--- src/rtl/control_mux_stream.sv ---
`default_nettype none
// +--------------------------------------------------------------------------+
// | control_mux_stream: per-lane mux_reset strobe generator for stream muxes |
// | Revision: 1.0                                                            |
// +--------------------------------------------------------------------------+
module control_mux_stream #(
   parameter int NUM_CH  = 4,
   parameter int PERIOD  = 8,
   parameter int ACT_LEN = 4,
   parameter int STAGGER = 1,
   parameter int RND_W   = 8
) (
   input  logic              clk,
   input  logic              rst,
   input  logic              start,
   input  logic [RND_W-1:0]  n_rounds,
   input  logic              stall,
   input  logic              abort,
   output logic [NUM_CH-1:0] mux_reset,
   output logic              busy,
   output logic              done
);

   localparam int TAIL  = (NUM_CH - 1) * STAGGER;
   localparam int T_MAX = ((2 ** RND_W) - 1) * PERIOD + TAIL;
   localparam int T_W   = $clog2(T_MAX + 1);
   localparam int PH_W  = $clog2(PERIOD);

   typedef enum logic [1:0] {
      ST_IDLE = 2'd0,
      ST_RUN  = 2'd1,
      ST_DONE = 2'd2
   } state_t;

   state_t            state_q, state_d;
   logic [T_W-1:0]    t_q, t_d;
   logic [PH_W-1:0]   ph_q, ph_d;
   logic [T_W-1:0]    limit_q, limit_d;
   logic [NUM_CH-1:0] mux_reset_q, mux_reset_d;
   logic              busy_q, busy_d;
   logic              done_q, done_d;

   logic [T_W-1:0]    last_tick;
   logic [NUM_CH-1:0] lane_hold;

   assign last_tick = limit_q + T_W'(TAIL) - T_W'(1);

   always_comb begin
      state_d = state_q;
      t_d     = t_q;
      ph_d    = ph_q;
      limit_d = limit_q;
      busy_d  = busy_q;
      done_d  = 1'b0;
      case (state_q)
         ST_IDLE: begin
            if (!abort && start) begin
               limit_d = T_W'(n_rounds) * T_W'(PERIOD);
               t_d     = '0;
               ph_d    = '0;
               // Zero rounds completes immediately without ever releasing a lane.
               if (n_rounds == '0) begin
                  state_d = ST_DONE;
                  done_d  = 1'b1;
               end else begin
                  state_d = ST_RUN;
                  busy_d  = 1'b1;
               end
            end
         end
         ST_RUN: begin
            if (abort) begin
               state_d = ST_IDLE;
               busy_d  = 1'b0;
            end else if (!stall) begin
               if (t_q == last_tick) begin
                  state_d = ST_DONE;
                  busy_d  = 1'b0;
                  done_d  = 1'b1;
               end else begin
                  t_d  = t_q + T_W'(1);
                  ph_d = (ph_q == PH_W'(PERIOD - 1)) ? '0 : ph_q + PH_W'(1);
               end
            end
         end
         ST_DONE: begin
            state_d = ST_IDLE;
         end
         default: begin
            state_d = ST_IDLE;
            busy_d  = 1'b0;
         end
      endcase
   end

   // Lane phase is derived from the shared phase counter minus a constant offset,
   // so no per-lane divider is needed.
   for (genvar i = 0; i < NUM_CH; i++) begin : g_lane
      localparam int DLY = i * STAGGER;
      localparam int OFF = DLY % PERIOD;

      logic [PH_W:0] ph_ext;
      logic [PH_W:0] lane_ph;
      logic          started;
      logic          in_range;

      assign ph_ext = {1'b0, ph_d};

      if (OFF == 0) begin : g_no_off
         assign lane_ph = ph_ext;
      end else begin : g_off
         assign lane_ph = (ph_ext >= (PH_W+1)'(OFF)) ? (ph_ext - (PH_W+1)'(OFF))
                                                     : (ph_ext + (PH_W+1)'(PERIOD - OFF));
      end

      if (DLY == 0) begin : g_first
         assign started = 1'b1;
      end else begin : g_later
         assign started = (t_d >= T_W'(DLY));
      end

      assign in_range     = started && (t_d < (limit_d + T_W'(DLY)));
      assign lane_hold[i] = !(in_range && (lane_ph < (PH_W+1)'(ACT_LEN)));
   end

   // In RUN the registered strobes always equal the lane law of the held tick.
   assign mux_reset_d = (state_d == ST_RUN) ? lane_hold : '1;

   always_ff @(posedge clk or posedge rst) begin
      if (rst) begin
         state_q     <= ST_IDLE;
         t_q         <= '0;
         ph_q        <= '0;
         limit_q     <= '0;
         mux_reset_q <= '1;
         busy_q      <= 1'b0;
         done_q      <= 1'b0;
      end else begin
         state_q     <= state_d;
         t_q         <= t_d;
         ph_q        <= ph_d;
         limit_q     <= limit_d;
         mux_reset_q <= mux_reset_d;
         busy_q      <= busy_d;
         done_q      <= done_d;
      end
   end

   assign mux_reset = mux_reset_q;
   assign busy      = busy_q;
   assign done      = done_q;

endmodule
`default_nettype wire

--- config.mk ---
export PLATFORM = sky130hd
export DESIGN_NAME = control_mux_stream
export DESIGN_NICKNAME = d
export VERILOG_FILES = /design/src/rtl/control_mux_stream.sv
export SDC_FILE = /design/constraint.sdc
export NUM_CORES = 1
export LEC_CHECK = 0
export CAP_MARGIN = 25
export CORE_MARGIN = 2
export CORE_UTILIZATION = 38
export DETAILED_ROUTE_END_ITERATION = 7
export GPL_ROUTABILITY_DRIVEN = 0
export GPL_TIMING_DRIVEN = 0
export PLACE_DENSITY = 0.61
export SKIP_CTS_REPAIR_TIMING = 1
export SLEW_MARGIN = 20
export SYNTH_ARGS = -nofsm -noshare
export SYNTH_HDL_FRONTEND = slang
export SYNTH_SLANG_ARGS = --single-unit
--- constraint.sdc ---
create_clock -name clk -period 4.18 [get_ports clk]
set_clock_uncertainty 0.1 [all_clocks]
set_input_delay 0.627 -clock clk [delete_from_list [all_inputs] [get_ports clk]]
set_output_delay 0.627 -clock clk [all_outputs]
set_load 0.02 [all_outputs]
# --- Word level (Yosys, flattened, before mapping) ---
# Index checks and enable logic that the tools add are counted.
classes:
  n_addsub: 13
  n_lt_le_gt_ge: 14
  n_eq_ne: 9
  n_mux: 35
  n_bitwise: 1
  reduce_logical: 16
op_table:
  columns: ["operator", "count"]
  rows:
  - ["11-bit 2-to-1 mux", 6]
  - ["11-bit less-than comparator", 4]
  - ["11-bit by 2-bit adder with 11-bit output, second input constant", 3]
  - ["11-bit by 1-bit adder with 11-bit output, second input constant", 2]
  - ["11-bit by 2-bit greater-or-equal comparator with 1-bit output, second input constant", 2]
  - ["11-bit case mux with 2 select lines", 1]
  - ["4-bit 2-to-1 mux", 4]
  - ["3-bit 2-to-1 mux", 5]
  - ["3-bit by 3-bit adder with 4-bit output, second input constant", 3]
  - ["4-bit by 3-bit less-than comparator with 1-bit output, second input constant", 3]
  - ["11-bit equality test", 1]
  - ["11-bit by 1-bit greater-or-equal comparator with 1-bit output, second input constant", 1]
  - ["11-bit by 1-bit subtractor with 11-bit output, second input constant", 1]
  - ["1-bit 2-to-1 mux", 10]
  - ["2-bit 2-to-1 mux", 5]
  - ["1-bit logical AND", 8]
  - ["8-bit logical NOT", 1]
  - ["3-bit by 2-bit subtractor with 4-bit output, second input constant", 2]
  - ["3-bit by 2-bit greater-or-equal comparator with 1-bit output, second input constant", 2]
  - ["3-bit inequality test, second input constant", 2]
  - ["3-bit case mux with 2 select lines", 1]
  - ["1-bit logical NOT", 5]
  - ["5-bit AND reduction", 1]
  - ["2-bit by 1-bit equality test with 1-bit output, second input constant", 2]
  - ["12 further kinds", 13]
totals:
  regBits: 33
  out_inout_bits: 6
  elab_cells: 95

# --- Depth between registers and ports, before layout ---
# Gate-level depths: netlist of the first run.
logic_depth:
  depth_word: 13
  mapped_depth: 19
  ltp_nobuf: 17

# --- Worst setup path before layout of the first run ---
# Ideal clock, no wire load.
synth_path:
  kind: "reg-to-reg"
  from: "register limit_q[1]"
  to: "register mux_reset_q[1], in the netlist mux_reset[1]"
  setup_time_ps: 88
  t_arrival_ps: 3402
  t_required_ps: 3992
  setup_slack_ps: 590
  stages_incl_launch_ff: 16
  cell_sequence: "dfrtp_1 > ha_1 > and2_1 > o21ai_1 > a31oi_1 > or4_4 > nor2_8 > nor3_1 > a22oi_1 > inv_1 > ha_1 > or3_1 > o2111a_1 > o21ai_1 > o41a_1 > o211ai_1"
synth_via:
  word_cells_on_any_way: 30
  classes_between: "add/sub: 5; order compare: 4; eq/ne: 2; mux: 16; reduce/logical: 3"
synth_rtl:
  columns: ["element", "line", "source"]
  rows:
  - ["from (decl)", "38", "logic [T_W-1:0] limit_q, limit_d;"]
  - ["from (signal assigned)", "142", "limit_q <= limit_d;"]
  - ["11-bit by 2-bit adder with 11-bit output (*)", "46", "assign last_tick = limit_q + T_W'(TAIL) - T_W'(1);"]
  - ["11-bit by 1-bit subtractor with 11-bit output (*)", "46", null]
  - ["11-bit equality test (*)", "76", "if (t_q == last_tick) begin"]
  - ["11-bit 2-to-1 mux (*)", "76", null]
  - ["11-bit 2-to-1 mux (*)", "75", "end else if (!stall) begin"]
  - ["11-bit 2-to-1 mux (*)", "72", "if (abort) begin"]
  - ["11-bit case mux with 2 select lines (*)", "55", "case (state_q)"]
  - ["named net t_d[1]", "36", "logic [T_W-1:0] t_q, t_d;"]
  - ["11-bit by 1-bit greater-or-equal comparator with 1-bit output / 11-bit less-than comparator (equally long branches)", "119, 122", null]
  - ["1-bit logical AND (*)", "122", "assign in_range = started && (t_d < (limit_d + T_W'(DLY)));"]
  - ["1-bit logical AND (*)", "123", "assign lane_hold[i] = !(in_range && (lane_ph < (PH_W+1)'(ACT_LEN)));"]
  - ["1-bit logical NOT (*)", "123", null]
  - ["4-bit 2-to-1 mux (*)", "127", "assign mux_reset_d = (state_d == ST_RUN) ? lane_hold : '1;"]
  - ["named net mux_reset_d[1]", "39", "logic [NUM_CH-1:0] mux_reset_q, mux_reset_d;"]
  - ["to (signal assigned)", "143", "mux_reset_q <= mux_reset_d;"]
  - ["to (decl)", "39", null]
# Mark *: on every way through the listed nets, which the timed path passes. The rest lies on a longest branch.
# A chain may end at the register's enable or synchronous reset.

# --- Worst setup path in the final report of the first run ---
layout_path:
  from: "input abort"
  to: "register mux_reset_q[1], in the netlist mux_reset[1]"
layout_via:
  elab_chain_cells: 10
  word_cells_on_any_way: 26
  classes_between: "add/sub: 3; order compare: 4; eq/ne: 1; mux: 13; reduce/logical: 5"
layout_lines:
  columns: ["element", "line", "source"]
  rows:
  - ["from (decl)", "18", "input logic abort,"]
  - ["1-bit logical NOT", "57", "if (!abort && start) begin"]
  - ["1-bit logical AND", "57", null]
  - ["11-bit 2-to-1 mux", "57", null]
  - ["11-bit 2-to-1 mux", "55", null]
  - ["named net limit_d[1]", "38", null]
  - ["11-bit by 1-bit adder with 11-bit output", "122", null]
  - ["11-bit less-than comparator", "122", null]
  - ["1-bit logical AND", "122", null]
  - ["1-bit logical AND", "123", null]
  - ["1-bit logical NOT", "123", null]
  - ["4-bit 2-to-1 mux", "127", null]
  - ["named net mux_reset_d[1]", "39", null]
# The timed path passes the listed nets, and every way through them passes these cells.

==> flow_summary_export.csv, run 1 <==
group,metric,value,unit
run_status,outcome,"finished, final reports clean",
place,port_buffers,18,
logic_synthesis,synth-edff-count,0,
layout,n_antenna_cell,0,
logic_synthesis,synth_area_leaders,"dfrtp_1 21%, ha_1 17%, xnor2_1 6.9%, nand2_1 4.5%, a21oi_1 3.1%",
logic_synthesis,syn_area_per_cell,8.60,um^2
layout,final_cell_area,0.00411,mm^2
min_path,hold_path_class,"register to register",
critical_path,endpoint_kind,"register",
global_route,grt_max_degree,19,
critical_path,cp-start-kind,"input port",
die,fp.dieH,100,um
logic_synthesis,ys_types,74,
critical_path,critPathMaxStageDelay,0.52,ns
die,die_area,0.0101,mm^2
timing,fin_hold_ws,0.420,ns
job,timing.max_cap.violations,0,
route,first_pass_iters,4,
layout,final_core_util,0.449,
critical_path,reg2reg_slack,0.24,ns
timing,timing.fmax,250,MHz
route,final_antenna_net_count,0,
clock_network,numCtsBuffers,5,
route,drt-initial-drc-count,175,
logic_synthesis,ys_warn_count,0,
logic_synthesis,synthesis.instances,411,
logic_synthesis,syn_nets,473,
power,clkPwrFrac,0.115,
layout,multi_input_area,0.00266,mm^2
route,wl,10.3,mm
timing,finalCriticalPeriod,4.00,ns
die,start_util,0.386,
logic_synthesis,synth.largest_area_cell,"dfrtp_1",
layout,layout.area.seq,833,um^2
critical_path,crit_arrival,4.11,ns
power,total_power,2.21,mW
power,seqPwrFrac,0.223,
power,powerDensity,537,mW/mm^2
power,p_leak,1.79,nW
clock_network,cts.path.max_buffers,2,
layout,nFillCells,909,
clock_network,cts-root-buf,"clkbuf_8",
layout,area_growth,16.3,%
timing,tns,0,ns
power,internal-power,1.10,mW
global_route,grt_pass1_vias,3177,
logic_synthesis,async_reset_ff_frac,1.00,
timing,timing.final.ws_setup,0.176,ns
logic_synthesis,ys_seq_elements,33,
timing,maxSlewViolCount,0,
place,placed_cells,542,
route,avgViaCountPerCell,5.82,
logic_synthesis,synthesis.area,0.00353,mm^2
layout,fin_cells,556,
place,dp_hpwl,8.18,mm
critical_path,worstSetupPathType,"input port to register",
critical_path,cp_cell_sequence,"clkdlybuf4s50_1 > nor2b_1 > o21ai_2 > nand2b_1 > clkbuf_4 > nand2_1 > inv_1 > ha_1 > xor2_1 > ha_1 > or3_1 > o2111a_1 > o21ai_2 > o41a_1 > o211ai_1",
power,max-vdd-ir-drop,0.199,mV
timing,finalHoldViolations,0,
power,switching_share,0.499,
route,avgRoutedWirePerCell,18.6,um
global_route,gr-total-overflow,0,
clock_network,clkLatencyLatePin,0.30,ns
layout,drive_gt1_frac,0.142,
global_route,grt_pass1_wl,16.8,mm
die,core_area,0.00915,mm^2
timing,fin_crit_sh,0.958,
route,drc_errors,0,
critical_path,cp.buffers_inverters,3,
clock_network,cts_tree,"yes",
critical_path,cp_slowest_cell,"clkdlybuf4s50_1",
route,vias,3235,
logic_synthesis,yosysMostFrequentCell,"ha_1",
logic_synthesis,ys.flop_type,"dfrtp_1",
timing,setup_violations,0,
critical_path,worstPathRequired,4.29,ns
logic_synthesis,synth.top_cell.area_share,0.205,
global_route,antenna_found_initial,0,
place,placed_area,0.00389,mm^2
clock_network,path_clk_slew,0.08,ns
timing,worst_slew_pin_slew,0.932,ns
global_route,grt_use_total,0.215,
die,row_count,35,
clock_network,htree_levels,2,
timing,rsz0062_at_grt,"false",
power,pwr-share-comb,0.662,
logic_synthesis,ys_top_cells_by_count,"49 x ha_1, 42 x nand2_1, 29 x dfrtp_1, 29 x nor2_1, 28 x xnor2_1",
layout,nNetsFinal,506,
critical_path,path_delay_family,"compound AO/OA/AOI/OAI gates",
logic_synthesis,yosysSeqAreaShare,0.235,
timing,relSlewSlack,0.372,
clock_network,clock-sinks,33,
die,io_pins,19,
critical_path,cp_max_fo,10,
place,pre_cts_ws,-0.764,ns
die,die_x,100,um
power,power.switching,1.10,mW
==> worst paths after layout <==
check,endpoint,start,depth (start not counted)
max,mux_reset[1],abort,15
min,busy,state_q[0],1
max reg2reg,mux_reset[1],limit_q[2],16
min reg2reg,busy,state_q[0],1
max in group asynchronous,mux_reset[3],rst,3
min in group asynchronous,t_q[2],rst,2
==> power groups by stage <==
stage	logic [mW]	registers, mW	clock network [mW]
2_1_floorplan	0.989	0.488	0
3_3_place_gp	1.31	0.491	0
3_5_place_dp	1.34	0.494	0
4_1_cts	1.35	0.488	0.257
5_1_grt	1.61	0.505	0.273
6_report	1.46	0.493	0.253
==> cell families (layout without fill, tap and decap cells) <==
logic type | count (synthesis) | in the layout | share of synthesized area
multiplexers | 9 | 9 | 0.0255
flip-flops | 33 | 33 | 0.235
AO/OA/AOI/OAI | 92 | 92 | 0.189
XOR/XNOR | 36 | 36 | 0.0931
buffers and inverters | 32 | 66 | 0.0350
AND/OR/NAND/NOR | 159 | 159 | 0.246
adder cells (fa/ha/maj) | 50 | 50 | 0.176
==> cell usage in the layout, fill, tap and decap left out, types with 4 or more instances in the layout <==
cell | synthesis | routed
a21oi_1 | 22 | 19
o21ai_1 | 7 | 5
clkbuf_1 | 6 | 5
nor4_1 | 8 | 8
inv_2 | 3 | 4
xnor2_1 | 28 | 28
mux2i_1 | 9 | 7
o211ai_1 | 5 | 5
nor3_1 | 15 | 14
o21ai_2 | 3 | 5
nand4_1 | 7 | 7
dfstp_2 | 4 | 4
clkdlybuf4s50_1 | 0 | 18
nand3_1 | 13 | 13
buf_4 | 0 | 8
and3_1 | 5 | 5
inv_1 | 19 | 17
nand2_1 | 42 | 41
nor2b_1 | 6 | 6
dfrtp_1 | 29 | 27
ha_1 | 49 | 48
nor2_1 | 29 | 28
clkbuf_8 | 0 | 5
o21ai_0 | 9 | 9
xor2_1 | 7 | 7
nand2b_1 | 4 | 4
a41oi_1 | 6 | 6
or3_1 | 4 | 4
and2_1 | 4 | 4
==> cell type report <==
cell class	count	share of cell area
clock buffers	6	0.0177
repair buffers	27	0.0645
flip-flops and latches	33	0.203
well taps	111	0.0338
clock inverters	2	0.00243
multi-input cells	346	0.648
plain buffers	8	0.00974
inverters	23	0.0216
==> routing by layer <==
| layer | global-route usage | vias up | share of wire |
|---|---|---|---|
| met2 | 0.355 | 72 | 0.46 |
| met3 | 0.0306 | 11 | 0.039 |
| li1 | - | 1600 | - |
| met4 | 0.0464 | 0 | 0.014 |
| met5 | 0 | - | 0 |
| met1 | 0.301 | 1552 | 0.49 |
==> state kept, by name (all words and copies together) (netlist names) <==
signal,flops
busy,1
done,1
ph_q,3
state_q,2
t_q,11
limit_q,11
mux_reset,4
Power figures use the tool's default switching activity.
==> run 2: changes to the inputs <==
CORE_MARGIN = 1.5   (was 2)
==> flow_summary_export.csv, run 2 (synthesis gave the netlist of run 1 again) <==
group,metric,value,unit
global_route,grt_use_total,0.215,
clock_network,cts-root-buf,"clkbuf_8",
timing,finalHoldViolations,0,
die,core_area,0.00911,mm^2
layout,final_common_cell,"ha_1",
route,first_pass_iters,5,
clock_network,cts.path.max_buffers,2,
layout,n_antenna_cell,0,
run_status,outcome,"finished, final reports clean",
min_path,hold_path_class,"register to register",
place,port_buffers,18,
critical_path,cp_max_fo,10,
die,io_pins,19,
route,avgViaCountPerCell,5.92,
die,fp.dieH,99.4,um
critical_path,cp-start-kind,"input port",
timing,fin_hold_ws,0.447,ns
timing,setup_violations,0,
min_path,hp-start,"state_q[0]",
clock_network,htree_levels,2,
timing,timing.fmax,253,MHz
min_path,min_path_cells,1,
timing,finalCriticalPeriod,3.96,ns
global_route,grt_max_degree,34,
place,placed_area,0.00387,mm^2
layout,multi_input_area,0.00266,mm^2
power,p_leak,1.75,nW
route,avgRoutedWirePerCell,18.8,um
die,row_count,35,
timing,worst_slew_pin_slew,0.840,ns
global_route,grt_pass1_wl,16.6,mm
job,timing.max_cap.violations,0,
die,start_util,0.388,
route,vias,3256,
critical_path,reg2reg_slack,0.22,ns
critical_path,endpoint_kind,"register",
layout,nNetsFinal,500,
die,die_area,0.00989,mm^2
critical_path,cpMostUsedCell,"nor2b_1",
layout,area_growth,14.5,%
global_route,antenna_found_initial,0,
critical_path,worstSetupPathType,"input port to register",
critical_path,cp_cell_sequence,"clkdlybuf4s50_1 > nor2b_1 > o21ai_4 > nand2b_1 > buf_2 > nand2_1 > inv_1 > ha_2 > a21oi_2 > nor3_1 > xnor2_1 > ha_1 > nor2b_1 > o21ai_0 > o2111ai_1 > nor2_1 > o211ai_1",
die,die_x,99.4,um
clock_network,cts_tree,"yes",
critical_path,ff2ff_path_depth,16,
clock_network,numCtsBuffers,5,
route,wl,10.3,mm
timing,relSlewSlack,0.434,
power,max-vdd-ir-drop,0.186,mV
power,powerDensity,534,mW/mm^2
critical_path,worstPathRequired,4.30,ns
global_route,grt_pass1_vias,3254,
timing,tns,0,ns
timing,maxSlewViolCount,0,
critical_path,crit_arrival,4.08,ns
clock_network,clock-sinks,33,
place,dp_hpwl,7.94,mm
timing,fin_crit_sh,0.947,
route,drt-initial-drc-count,200,
critical_path,reg2reg_to,"mux_reset[1]",
layout,final_cell_mix,"47 x ha_1, 41 x nand2_1, 28 x nor2_1, 28 x xnor2_1, 27 x dfrtp_1",
global_route,gr-total-overflow,0,
layout,final_cell_area,0.00405,mm^2
clock_network,clkLatencyLatePin,0.30,ns
clock_network,path_clk_slew,0.08,ns
layout,drive_gt1_frac,0.137,
critical_path,rr_startpoint,"limit_q[2]",
route,drc_errors,0,
min_path,whs_endpoint,"busy",
critical_path,cp_slowest_cell,"clkdlybuf4s50_1",
power,total_power,2.16,mW
layout,layout.area.seq,833,um^2
route,final_antenna_net_count,0,
layout,final_core_util,0.444,
critical_path,critPathMaxStageDelay,0.52,ns
layout,nFillCells,894,
## run 2: cell count changes in the layout (fill, tap and decap cells not counted), sizes merged
cell and change:
buf -6, clkinvlp +1, clkbuf -1
## run 2: worst max-delay path, delay by kind of cell
kind            cells  cell delay (ns)
xor+xnor            1             0.16
fa+ha+maj           2             0.56
buf+inv             3             1.01
simple gates        6             0.99
compound gates      5             0.72
## run 2: area by class of cell
cell class                 count  share of cell area
buffer                         8             0.00927
clock buffer                   5              0.0170
clock inverter                 3             0.00433
inverter                      23              0.0213
multi-input combinational    346               0.658
sequential                    33               0.206
tap                          111              0.0343
timing repair buffer          21              0.0501
## run 2: worst max-delay path by stage
stage / start / end / slack, ns / cells past startpoint
4_1_cts: abort / mux_reset[3] / -0.47 / 18
6_report: abort / mux_reset[3] / 0.22 / 17
3_5_place_dp: abort / mux_reset[3] / -0.77 / 18
2_1_floorplan: limit_q[1] / mux_reset[1] / 0.59 / 15
3_3_place_gp: abort / mux_reset[3] / -0.73 / 18
5_1_grt: limit_q[2] / mux_reset[1] / -0.03 / 16
## run 2: power by group
group / internal (mW) / switching, mW
clock: 0.115 / 0.139
combinational: 0.540 / 0.870
sequential: 0.405 / 0.0914
## run 2: metal layers
metal	share of wire	wire length, um	vias to the layer above	GRT usage
li1	-	-	1580	-
met1	0.45	4680	1564	0.278
met2	0.48	4910	96	0.365
met3	0.053	551	16	0.0372
met4	0.017	177	0	0.0704
met5	0	0	-	0
## run 2: per-stage QoR
step	std cells	setup WS, ns
6_report	550	0.220
4_1_cts	548	-0.466
2_1_floorplan	411	0.590
5_1_grt	550	-0.0284
3_5_place_dp	540	-0.765
3_3_place_gp	540	-0.734
